**src/rtl/mppc_window_scheduler_if.sv**
```systemverilog
// Readout stream between the MPPC window scheduler and host-side logic.
// One snapshot channel per transfer on a valid/ready handshake.
interface mppc_window_scheduler_if #(
    parameter int CHW = 2,
    parameter int CW  = 12
);
    logic           out_valid;
    logic           out_ready;
    logic [CHW-1:0] out_channel;
    logic [CW-1:0]  out_count;
    logic [15:0]    out_seq;
    logic           out_last;

    modport master (
        output out_valid, out_channel, out_count, out_seq, out_last,
        input  out_ready
    );

    modport slave (
        input  out_valid, out_channel, out_count, out_seq, out_last,
        output out_ready
    );
endinterface

```
**src/rtl/mppc_window_scheduler.sv**
```systemverilog
// MPPC channel controller: boot pad enable, fixed counting windows,
// per-channel hit counting, snapshot and streamed readout.
module mppc_window_scheduler #(
    parameter int NCH        = 4,
    parameter int CHW        = 2,
    parameter int CW         = 12,
    parameter int WINDOW     = 1000000,
    parameter int WIN_W      = 32,
    parameter int BOOT_DELAY = 1024
) (
    input  logic                       clk,
    input  logic                       rst_n,
    input  logic                       run,
    input  logic [NCH-1:0]             hit_in,
    output logic [NCH-1:0]             ch_enable,
    output logic                       win_tick,
    mppc_window_scheduler_if.master    rd,
    output logic                       busy,
    output logic [7:0]                 drop_cnt
);

    localparam int BW = $clog2(BOOT_DELAY + 1);
    localparam logic [BW-1:0]    BLAST = BW'(BOOT_DELAY - 1);
    localparam logic [WIN_W-1:0] WLAST = WIN_W'(WINDOW - 1);
    localparam logic [CHW-1:0]   CLAST = CHW'(NCH - 1);
    localparam logic [CW-1:0]    CMAX  = '1;

    typedef enum logic [1:0] {
        BOOT,
        IDLE,
        RUN
    } state_t;

    state_t           state;
    logic [BW-1:0]    boot_cnt;
    logic [WIN_W-1:0] win_cnt;
    logic [WIN_W-1:0] win_nxt;
    logic [15:0]      seq;
    logic [15:0]      seq_lat;
    logic             valid_q;
    logic [CHW-1:0]   rd_ch;

    logic [NCH-1:0]   s1;
    logic [NCH-1:0]   s2;
    logic [NCH-1:0]   s3;
    logic [NCH-1:0]   rise;

    logic [CW-1:0]    acc      [NCH];
    logic [CW-1:0]    acc_inc  [NCH];
    logic [CW-1:0]    snap     [NCH];

    // win_tick is only ever set while staying in RUN, so it marks
    // a completed window even if run drops on that last cycle.
    logic snap_now;
    logic acc_clr;

    assign rise     = s2 & ~s3;
    assign snap_now = win_tick;
    assign acc_clr  = (state != RUN) || !run || snap_now;
    assign win_nxt  = (win_cnt == WLAST) ? '0 : win_cnt + 1'b1;

    always_comb begin
        for (int i = 0; i < NCH; i++) begin
            acc_inc[i] = acc[i];
            if (state == RUN && rise[i] && acc[i] != CMAX)
                acc_inc[i] = acc[i] + 1'b1;
        end
    end

    always_ff @(posedge clk or negedge rst_n) begin
        if (!rst_n) begin
            state     <= BOOT;
            boot_cnt  <= '0;
            ch_enable <= '0;
            win_cnt   <= '0;
            win_tick  <= 1'b0;
        end else begin
            win_tick <= 1'b0;
            unique case (state)
                BOOT: begin
                    if (boot_cnt == BLAST) begin
                        ch_enable <= '1;
                        state     <= IDLE;
                    end else begin
                        boot_cnt <= boot_cnt + 1'b1;
                    end
                end
                IDLE: begin
                    if (run) begin
                        win_cnt <= '0;
                        state   <= RUN;
                    end
                end
                RUN: begin
                    if (!run) begin
                        state <= IDLE;
                    end else begin
                        win_cnt  <= win_nxt;
                        win_tick <= (win_nxt == WLAST);
                    end
                end
                default: state <= BOOT;
            endcase
        end
    end

    always_ff @(posedge clk or negedge rst_n) begin
        if (!rst_n) begin
            s1 <= '0;
            s2 <= '0;
            s3 <= '0;
            for (int i = 0; i < NCH; i++) begin
                acc[i] <= '0;
            end
        end else begin
            s1 <= hit_in;
            s2 <= s1;
            s3 <= s2;
            for (int i = 0; i < NCH; i++) begin
                acc[i] <= acc_clr ? '0 : acc_inc[i];
            end
        end
    end

    // A snapshot while busy is discarded; the last transfer frees busy
    // only from the following cycle, so a coincident snapshot drops.
    always_ff @(posedge clk or negedge rst_n) begin
        if (!rst_n) begin
            seq      <= '0;
            seq_lat  <= '0;
            busy     <= 1'b0;
            valid_q  <= 1'b0;
            rd_ch    <= '0;
            drop_cnt <= '0;
            for (int i = 0; i < NCH; i++) begin
                snap[i] <= '0;
            end
        end else begin
            if (snap_now) begin
                seq <= seq + 1'b1;
                if (!busy) begin
                    snap    <= acc_inc;
                    seq_lat <= seq;
                    busy    <= 1'b1;
                    valid_q <= 1'b1;
                    rd_ch   <= '0;
                end else if (drop_cnt != 8'hFF) begin
                    drop_cnt <= drop_cnt + 1'b1;
                end
            end
            if (valid_q && rd.out_ready) begin
                if (rd_ch == CLAST) begin
                    valid_q <= 1'b0;
                    busy    <= 1'b0;
                end else begin
                    rd_ch <= rd_ch + 1'b1;
                end
            end
        end
    end

    assign rd.out_valid   = valid_q;
    assign rd.out_channel = rd_ch;
    assign rd.out_count   = snap[rd_ch];
    assign rd.out_seq     = seq_lat;
    assign rd.out_last    = valid_q && (rd_ch == CLAST);

endmodule
```
**src/flat_wrapper.sv**
```systemverilog
// flat-port wrapper written by rule: the top's interface ports become plain ports
module mppc_window_scheduler_flat 
#(
    parameter int NCH        = 4,
    parameter int CHW        = 2,
    parameter int CW         = 12,
    parameter int WINDOW     = 1000000,
    parameter int WIN_W      = 32,
    parameter int BOOT_DELAY = 1024
)
  (clk, rst_n, run, hit_in, ch_enable, win_tick, busy, drop_cnt, rd_out_valid, rd_out_channel, rd_out_count, rd_out_seq, rd_out_last, rd_out_ready);
  mppc_window_scheduler_if #(.CHW(CHW), .CW(CW)) rd_i ();
  input  logic clk;
  input  logic rst_n;
  input  logic run;
  input  logic [NCH-1:0] hit_in;
  output logic [NCH-1:0] ch_enable;
  output logic win_tick;
  output logic busy;
  output logic [7:0] drop_cnt;
  output wire logic [$bits(rd_i.out_valid)-1:0] rd_out_valid;
  output wire logic [$bits(rd_i.out_channel)-1:0] rd_out_channel;
  output wire logic [$bits(rd_i.out_count)-1:0] rd_out_count;
  output wire logic [$bits(rd_i.out_seq)-1:0] rd_out_seq;
  output wire logic [$bits(rd_i.out_last)-1:0] rd_out_last;
  input wire logic [$bits(rd_i.out_ready)-1:0] rd_out_ready;
  assign rd_out_valid = rd_i.out_valid;
  assign rd_out_channel = rd_i.out_channel;
  assign rd_out_count = rd_i.out_count;
  assign rd_out_seq = rd_i.out_seq;
  assign rd_out_last = rd_i.out_last;
  assign rd_i.out_ready = rd_out_ready;
  mppc_window_scheduler #(.NCH(NCH), .CHW(CHW), .CW(CW), .WINDOW(WINDOW), .WIN_W(WIN_W), .BOOT_DELAY(BOOT_DELAY)) u_core (.clk(clk), .rst_n(rst_n), .run(run), .hit_in(hit_in), .ch_enable(ch_enable), .win_tick(win_tick), .rd(rd_i), .busy(busy), .drop_cnt(drop_cnt));
endmodule
```
**config.mk**
```make
export PLATFORM = sky130hd
export DESIGN_NAME = mppc_window_scheduler_flat
export DESIGN_NICKNAME = d
export VERILOG_FILES = /design/src/rtl/mppc_window_scheduler_if.sv /design/src/rtl/mppc_window_scheduler.sv /design/src/flat_wrapper.sv
export SDC_FILE = /design/constraint.sdc
export NUM_CORES = 1
export LEC_CHECK = 0
export CAP_MARGIN = 15
export CELL_PAD_IN_SITES_DETAIL_PLACEMENT = 1
export CELL_PAD_IN_SITES_GLOBAL_PLACEMENT = 1
export CORE_ASPECT_RATIO = 0.5
export CORE_MARGIN = 10
export CORE_UTILIZATION = 51
export CTS_CLUSTER_SIZE = 12
export DETAILED_ROUTE_END_ITERATION = 8
export PLACE_DENSITY_LB_ADDON = 0.1
export SYNTH_ARGS = -nofsm -noshare
export SYNTH_HDL_FRONTEND = slang
export SYNTH_SLANG_ARGS = --single-unit
```
**constraint.sdc**
```tcl
create_clock -name clk -period 3.4 [get_ports clk]
set_input_delay 0.51 -clock clk [delete_from_list [all_inputs] [get_ports clk]]
set_output_delay 0.51 -clock clk [all_outputs]
set_load 0.005 [all_outputs]
```
==> results_dict.tcl, run 1 <==
set metrics [dict create \
    ant_nets 0 \
    finalNonFillerCells 1232 \
    power.density_nw_per_um2 468 \
    post-place-ws_ps 924 \
    holdWs_ps 155 \
    synth-warning-count 0 \
    dr_wl_met3_um 912 \
    path_cells "ha_1 > and2_1 > clkdlybuf4s50_1" \
    worstSetupPathType "flip-flop to output pin" \
    start_util 0.516 \
    syn2layout_area_growth_pct 14.7 \
    vias 7302 \
    core_area_um2 18300 \
    multi_input_area_um2 4210 \
    dieArea_um2 24700 \
    synthTopCellsByCount "dfrtp_1, nand2_1, nor2_1, o21ai_0, xnor2_1" \
    worst_pin_slew_ps 1090 \
    cp-start-kind "flip-flop" \
    yosysTopAreaCell "dfrtp_1" \
    synth_top_area_share 0.527 \
    finalPower_mw 5.08 \
    utilization 0.592 \
    wl_per_cell_um 20.4 \
    final_cell_area_um2 10800 \
    status "complete, no violations" \
    syn_inst 947 \
    cp_max_fo 15 \
    seq_area_um2 4980 \
    numCtsBuffers 17 \
    cp-end-kind "output pin" \
    cts_htree_levels 4 \
    rsz0062_at_grt "no" \
    nets 996 \
    max_stage_delay_ps 820 \
    yosys.cell_types.count 60 \
    layout_setup_ws_ps 682 \
    drv_slew 0 \
    yosysMostFrequentCell "dfrtp_1" \
    wl_met2_um 12700 \
    gp_congestion 0.921 \
    insertion_delay_ps 430 \
    top_layer "met4" \
    setup_viol 0 \
    ir_drop_uv 391 \
    min_period_ps 2720 \
    hpwlAfterDp_um 16600 \
    finalWirelength_um 25100 \
    grt_start_max_net_pins 112 \
    critPathSlowestCell "dfrtp_1" \
    route.detailed.drc 0 \
    fin_crit_sh 0.799 \
    dp_cells 1200 \
    worstHoldPathType "input pin to async pin" \
    drt_pre_antenna_iters 5 \
    die_w_um 213 \
    gr-usage-all-layers 0.211 \
    synth_seq_cells 199 \
    ctsResizeCount 0 \
    grt_first_pass_wirelength_um 41500 \
    slew_headroom 0.274 \
    antennaDiodeCount 0 \
    synth_ff_type "dfrtp_1" \
    pin_count 54 \
    drtIter0Drc 551 \
    final.setup.tns_ps 0 \
    fin_skew_ps 12.1 \
    clk_path_buf_depth 2 \
    crit_required_ps 2890 \
    synthesis.nets 964 \
    die_h_um 116 \
    syn-cell-area_um2 9450 \
    grt_antenna_before_repair 0 \
    cts_root_buffer "clkbuf_16" \
    p_leak_nw 4.62 \
    fillers 1988 \
    drv_cap 0 \
    holdBufCountCts 0 \
    synth_edf_count 0 \
    io_buffers 53 \
    wl_met1_um 11300 \
    post_cts_buffers 0 \
    r2r_cells 7 \
    clock.fmax_ghz 0.368 \
    post_dp_cell_area_um2 10200 \
    avgSynthCellArea_um2 9.98 \
    drive_gt1_frac 0.0806 \
    clkTransAtPathRegs_ps 80 \
    cts.sinks 199 \
    cts_tree "yes" \
    overflow 0 \
    postSynth.asyncResetShare 1.00 \
    arrival_ps 2210 \
    viasPerCell 5.93 \
    synthTopCellsByArea "dfrtp_1, nand2_1, o21ai_0, xnor2_1, nor2_1" \
    hold_viol 0 \
    num_rows 35 \
    first_global_vias 7800 \
    yosysSeqAreaShare 0.527 \
]
==> cell usage in the layout (no fill, tap or decap), types with 12 or more instances in the layout <==
| master | count |
|---|---|
| mux4_2 | 12 |
| xor2_1 | 33 |
| inv_1 | 12 |
| nor3_1 | 17 |
| xnor2_1 | 50 |
| o31ai_1 | 16 |
| o21ai_0 | 90 |
| dfrtp_1 | 199 |
| clkdlybuf4s50_1 | 52 |
| a21oi_1 | 13 |
| nor2_1 | 93 |
| nand4_1 | 36 |
| clkbuf_16 | 17 |
| nand2_1 | 164 |
| nand3_1 | 34 |
==> report_power, final <==
part | internal, mW | switching, mW | leakage [nW]
Combinational | 0.0971 | 0.176 | 1.56
Sequential | 2.43 | 0.0788 | 2.74
Clock | 1.27 | 1.02 | 0.322
==> registers in the layout (all words and copies together) (netlist names), 2 cells and up <==
register and flops:
u_core.boot_cnt 11, u_core.rd.out_seq 16, u_core.state 2, u_core.rd.out_channel 2, u_core.s3 4, u_core.acc 48, u_core.seq 16, u_core.s2 4
u_core.drop_cnt 8, u_core.win_cnt 32, u_core.snap 48, u_core.s1 4
==> layer usage <==
| metal | global-route usage | up-vias |
|---|---|---|
| met4 | 0.0506 | 0 |
| met1 | 0.267 | 3783 |
| li1 | - | 3351 |
| met5 | 0 | - |
| met3 | 0.0364 | 30 |
| met2 | 0.373 | 138 |
==> area by class of cell <==
| type | instances | area share |
|---|---|---|
| inverter | 12 | 0.00416 |
| clock inverter | 15 | 0.0214 |
| multi-input combinational | 684 | 0.388 |
| sequential | 199 | 0.459 |
| tap | 240 | 0.0277 |
| clock buffer | 17 | 0.0392 |
| timing repair buffer | 65 | 0.0599 |
==> path summary, 6_finish.rpt <==
| kind | start | end | slack (ps) |
|---|---|---|---|
| min | rst_n | u_core.acc[27]$_DFF_PN0_ | 150 |
| max | u_core.rd.out_channel[1]$_DFF_PN0_ | rd_out_last | 680 |
| max reg2reg | u_core.win_cnt[0]$_DFFE_PN0P_ | u_core.win_tick$_DFF_PN0_ | 790 |
| max in group asynchronous | rst_n | u_core.rd.out_seq[5]$_DFFE_PN0P_ | 2460 |
| min reg2reg | u_core.s1[1]$_DFF_PN0_ | u_core.s2[1]$_DFF_PN0_ | 360 |
| min in group clk | u_core.s1[1]$_DFF_PN0_ | u_core.s2[1]$_DFF_PN0_ | 360 |
==> logic make-up (layout without fill, tap and decap cells) <==
| family | count (synthesis) | in the layout | share of synthesized area |
|---|---|---|---|
| flip-flops | 199 | 199 | 0.527 |
| buffers and inverters | 64 | 109 | 0.0289 |
| multiplexers | 21 | 21 | 0.0385 |
| AND/OR/NAND/NOR | 424 | 424 | 0.226 |
| XOR/XNOR | 83 | 83 | 0.0769 |
| adder cells (fa/ha/maj) | 9 | 9 | 0.0119 |
| AO/OA/AOI/OAI | 147 | 147 | 0.0911 |
==> worst max-delay path, delay by kind of cell (launching register included) <==
family / cells / cell delay [ps]
flops: 1 / 820
buf+inv: 1 / 500
fa+ha+maj: 1 / 290
simple gates: 1 / 150
(Power assumes the default switching activity.)
==> run 2: changes to the inputs <==
- CORE_UTILIZATION: 51 -> 43
- clock period: 3.4 -> 2.3 ns (I/O delays scaled with it)
==> results_dict.tcl, run 2 (synthesis results as in run 1) <==
set metrics [dict create \
    crit_required_ps 2660 \
    fin_skew_ps 8.99 \
    start_util 0.437 \
    min_period_ps 2240 \
    core_area_um2 21600 \
    drtIter0Drc 443 \
    final.setup.tns_ps 0 \
    grt_antenna_before_repair 0 \
    fin_crit_sh 0.972 \
    slew_headroom 0.608 \
    num_rows 38 \
    overflow 0 \
    cp_max_fo 6 \
    arrival_ps 2590 \
    pin_count 54 \
    top_regs "u_core.acc: 48 flops, u_core.snap: 48 flops, u_core.win_cnt: 32 flops" \
    internal_power_mw 5.55 \
    first_global_vias 7644 \
    io_buffers 53 \
    p_leak_nw 4.85 \
    r2r_cells 7 \
    numCtsBuffers 17 \
    worstSetupPathType "flip-flop to flip-flop" \
    route.detailed.drc 0 \
    syn2layout_area_growth_pct 18.3 \
    rr_endpoint "u_core.win_tick$_DFF_PN0_" \
    vias 7175 \
    wl_per_cell_um 18.5 \
    power.share.switching 0.240 \
    rsz0062_at_grt "yes" \
    dieArea_um2 28700 \
    drv_slew 0 \
    r2r_slack_ps 60 \
    die_h_um 125 \
    insertion_delay_ps 450 \
    worst_pin_slew_ps 580 \
    cp-end-kind "flip-flop" \
    worstHoldPathType "input pin to flip-flop" \
    p_clk_frac 0.431 \
    power.density_nw_per_um2 653 \
    regToRegStartpoint "u_core.win_cnt[13]$_DFFE_PN0P_" \
    clkTransAtPathRegs_ps 70 \
    nets 1028 \
    grt_first_pass_wirelength_um 41600 \
    final_cell_area_um2 11200 \
    grt_start_max_net_pins 54 \
    viasPerCell 5.42 \
    hp-start "hit_in[2]" \
    holdWs_ps 341 \
    utilization 0.517 \
    ir_drop_uv 381 \
    cts_htree_levels 4 \
    power_frac_seq 0.507 \
    hpwlAfterDp_um 17400 \
    hold_viol 0 \
    hold_depth 1 \
    cts.sinks 199 \
    ant_nets 0 \
    post_dp_cell_area_um2 10500 \
    layout_commonest_cell "dfrtp_1" \
    drt_pre_antenna_iters 4 \
    p_sw_mw 1.75 \
    cp-start-kind "flip-flop" \
    clock.fmax_ghz 0.447 \
    status "complete, no violations" \
    gp_congestion 0.889 \
    antennaDiodeCount 0 \
    die_w_um 230 \
    drive_gt1_frac 0.117 \
    setup_viol 0 \
    hold_end "u_core.s1[2]$_DFF_PN0_" \
    layout_common_cells "dfrtp_1, nand2_1, nor2_1, o21ai_0, xnor2_1" \
    clk_path_buf_depth 2 \
    cts_root_buffer "clkbuf_16" \
    cts_tree "yes" \
    drv_cap 0 \
    gr-usage-all-layers 0.177 \
    finalWirelength_um 24500 \
    power_frac_comb 0.062 \
]
-- run 2: changes by cell type in the layout (fill, tap and decap cells not counted), sizes merged, moves of 2 or more --
cell           change
clkbuf             +4
inv                -6
clkdlybuf4s50     -13
clkinv             +2
buf               +31
dlygate4sd2       +13
-- run 2: worst max-delay path by stage --
stage / startpoint / endpoint / slack [ps] / depth (start not counted)
after floorplan: u_core.win_cnt[0]$_DFFE_PN0P_ / u_core.win_cnt[17]$_DFFE_PN0P_ / 240 / 9
after CTS: u_core.win_cnt[1]$_DFFE_PN0P_ / u_core.win_tick$_DFF_PN0_ / 10 / 7
after detailed placement: u_core.win_cnt[1]$_DFFE_PN0P_ / u_core.win_cnt[5]$_DFFE_PN0P_ / -120 / 8
after global placement: u_core.win_cnt[1]$_DFFE_PN0P_ / u_core.win_tick$_DFF_PN0_ / 40 / 7
final: u_core.win_cnt[13]$_DFFE_PN0P_ / u_core.win_tick$_DFF_PN0_ / 60 / 7
after global routing: u_core.win_cnt[13]$_DFFE_PN0P_ / u_core.win_tick$_DFF_PN0_ / -60 / 7
-- run 2: what timing repair did --
action | in CTS | in global routing
pin swaps | 0 | 2
hold buffers | 1 | 0
cloned | 0 | 0
setup endpoints to repair | 29 | 20
buffers inserted | 1 | 0
gates resized for setup | 14 | 11
endpoints found under the hold margin | 45 | 0
-- run 2: power by group through the flow --
stage / logic, mW / clock network [mW] / registers [mW]
2_1_floorplan: 0.245 / 0 / 3.75
3_3_place_gp: 0.447 / 0 / 3.76
3_5_place_dp: 0.462 / 0 / 3.77
5_1_grt: 0.527 / 3.40 / 3.71
6_report: 0.453 / 3.14 / 3.70
4_1_cts: 0.466 / 3.21 / 3.70
-- run 2: final cells by class --
type | count | area, um2
inverters | 12 | 45.0
clock buffers | 21 | 460
well taps | 300 | 375
fillers | 2400 | 10500
flip-flops and latches | 199 | 4980
clock inverters | 11 | 146
repair buffers | 97 | 926
multi-input cells | 684 | 4250
-- run 2: worst max-delay path, stage by stage (launching register included) --
cell and delay [ps]:
dfrtp_2 430, buf_4 170, nand3_1 160, nor4_4 450, xnor2_1 130, nor4b_2 340, o2111ai_2 180, nor4_2 290
-- run 2: per-layer routing --
metal  routed length (um)  vias to the layer above  track usage
met4                  332                        0       0.0523
met2                11800                       76        0.291
met5                    0                        -            0
li1                     -                     3411            -
met1                11700                     3663        0.231
met3                  693                       25       0.0373
-- run 2: per-stage QoR --
stage               instances  worst slack (ps)  power (mW)
floorplan                 947               242        3.99
global placement         1290              43.4        4.21
detailed placement       1290              -118        4.23
CTS                      1324              13.4        7.38
global route             1324             -57.0        7.63
finish                   1324              63.4        7.30
==> run 3: changes to the inputs <==
--- a/config.mk
+++ b/config.mk
@@ -12,5 +12,4 @@
 export CORE_MARGIN = 10
 export CORE_UTILIZATION = 43
-export CTS_CLUSTER_SIZE = 12
 export DETAILED_ROUTE_END_ITERATION = 8
 export PLACE_DENSITY_LB_ADDON = 0.1
==> constraint.sdc (replaced) <==
create_clock -name clk -period 2.3 [get_ports clk]
set_input_delay 0.46 -clock clk [delete_from_list [all_inputs] [get_ports clk]]
set_output_delay 0.46 -clock clk [all_outputs]
set_load 0.005 [all_outputs]
==> results_dict.tcl, run 3 (synthesis results as in run 1) <==
set metrics [dict create \
    status "complete, no violations" \
    route.detailed.drc 0 \
    insertion_delay_ps 450 \
    gp_congestion 0.889 \
    first_global_vias 7617 \
    num_rows 38 \
    clk_path_buf_depth 2 \
    cts.sinks 199 \
    antennaDiodeCount 0 \
    worstHoldPathType "flip-flop to flip-flop" \
    arrival_ps 1790 \
    numCtsBuffers 17 \
    ir_drop_uv 448 \
    cts_htree_levels 4 \
    gr-usage-all-layers 0.177 \
    layout_common_cells "dfrtp_1, nand2_1, nor2_1, o21ai_0, xnor2_1" \
    worstSetupPathType "flip-flop to output pin" \
    holdWs_ps 351 \
    drtIter0Drc 469 \
    min_period_ps 2250 \
    setup_viol 0 \
    layout_commonest_cell "dfrtp_1" \
    cp_max_fo 5 \
    finalPower_mw 7.30 \
    top_regs "u_core.acc: 48 flops, u_core.snap: 48 flops, u_core.win_cnt: 32 flops" \
    finalWirelength_um 25300 \
    viasPerCell 5.46 \
    worst_pin_slew_ps 524 \
    clock.fmax_ghz 0.444 \
    crit_required_ps 1840 \
    drive_gt1_frac 0.135 \
    dp_cells 1297 \
    path_cells "buf_6 > buf_16 > mux4_2 > buf_2" \
    drv_cap 0 \
    slew_headroom 0.651 \
    drt_pre_antenna_iters 4 \
    fin_skew_ps 12.2 \
    fin_crit_sh 0.979 \
    die_h_um 125 \
    drv_slew 0 \
    ant_nets 0 \
    pin_count 54 \
    core_area_um2 21600 \
    dieArea_um2 28700 \
    power.density_nw_per_um2 645 \
    cp-end-kind "output pin" \
    max_stage_delay_ps 540 \
    start_util 0.437 \
    overflow 0 \
    p_leak_nw 4.90 \
    rsz0062_at_grt "yes" \
    io_buffers 53 \
    grt_start_max_net_pins 53 \
    grt_antenna_before_repair 0 \
    hpwlAfterDp_um 17700 \
    syn2layout_area_growth_pct 19.7 \
    clkTransAtPathRegs_ps 70 \
    hold_viol 0 \
    finalNonFillerCells 1336 \
    cts_root_buffer "clkbuf_16" \
    vias 7299 \
    die_w_um 230 \
    grt_first_pass_wirelength_um 41000 \
    critPathSlowestCell "mux4_2" \
    wl_per_cell_um 19.0 \
    nets 1040 \
    cts_tree "yes" \
    cp-start-kind "flip-flop" \
]
run 3: cell count changes in the layout (fill, tap and decap cells not counted), moves of 2 or more:
cell	before	now
buf_2	0	4
clkinv_2	4	0
clkbuf_2	0	6
clkinvlp_4	1	3
clkbuf_8	3	5
buf_6	0	3
buf_12	6	9
buf_4	37	42
dlygate4sd2_1	13	1
run 3: layer usage:
layer / part of all wire / GRT usage / vias up
li1: - / - / 3437
met1: 0.47 / 0.230 / 3755
met2: 0.48 / 0.291 / 79
met3: 0.029 / 0.0405 / 28
met4: 0.018 / 0.0546 / 0
met5: 0 / 0 / -
run 3: final cells by class:
cell class,instances,area (um2)
multi-input cells,684,4230
clock inverters,8,111
fillers,2380,10300
inverters,12,45.0
clock buffers,24,492
repair buffers,109,1070
well taps,300,375
flip-flops and latches,199,4980
run 3: final timing paths:
kind / startpoint / end / slack [ps] / cells after the start
max: u_core.rd.out_channel[0]$_DFF_PN0_ / rd_out_count[0] / 50 / 4
min reg2reg: u_core.s1[1]$_DFF_PN0_ / u_core.s2[1]$_DFF_PN0_ / 350 / 0
min: u_core.s1[1]$_DFF_PN0_ / u_core.s2[1]$_DFF_PN0_ / 350 / 0
max in group asynchronous: rst_n / u_core.acc[19]$_DFF_PN0_ / 1120 / 3
min in group asynchronous: rst_n / u_core.win_cnt[14]$_DFFE_PN0P_ / 540 / 2
max reg2reg: u_core.win_cnt[7]$_DFFE_PN0P_ / u_core.win_tick$_DFF_PN0_ / 130 / 6
run 3: critical path, delay by kind of cell (launching register included):
| kind | cells | cell delay, ps |
|---|---|---|
| muxes | 1 | 540 |
| buffers and inverters | 3 | 430 |
| DFF | 1 | 380 |
run 3: where the power goes:
group | total [mW] | internal (mW) | switching [mW] | leakage, nW
Combinational | 0.484 | 0.195 | 0.288 | 1.88
Clock | 3.11 | 1.73 | 1.37 | 0.285
Sequential | 3.71 | 3.60 | 0.111 | 2.73
Total | 7.30 | 5.53 | 1.77 | 4.90
run 3: repair_timing:
action | in CTS | in global routing
endpoints found under the hold margin | 14 | 0
buffers inserted | 2 | 2
hold buffers | 1 | 0
resized for setup | 37 | 17
pin swaps | 0 | 1
endpoints found under the setup margin | 13 | 27
gates cloned | 1 | 1
run 3: through the flow:
stage | utilization | cell area (um2) | worst slack (ps) | TNS [ps]
2_1_floorplan | - | 9450 | 242 | 0
3_3_place_gp | 0.491 | 10600 | 162 | 0
3_5_place_dp | 0.491 | 10600 | 71.1 | 0
4_1_cts | 0.521 | 11300 | -21.9 | -21.9
5_1_grt | 0.523 | 11300 | -1.45 | -1.45
6_report | 0.523 | 11300 | 48.2 | 0
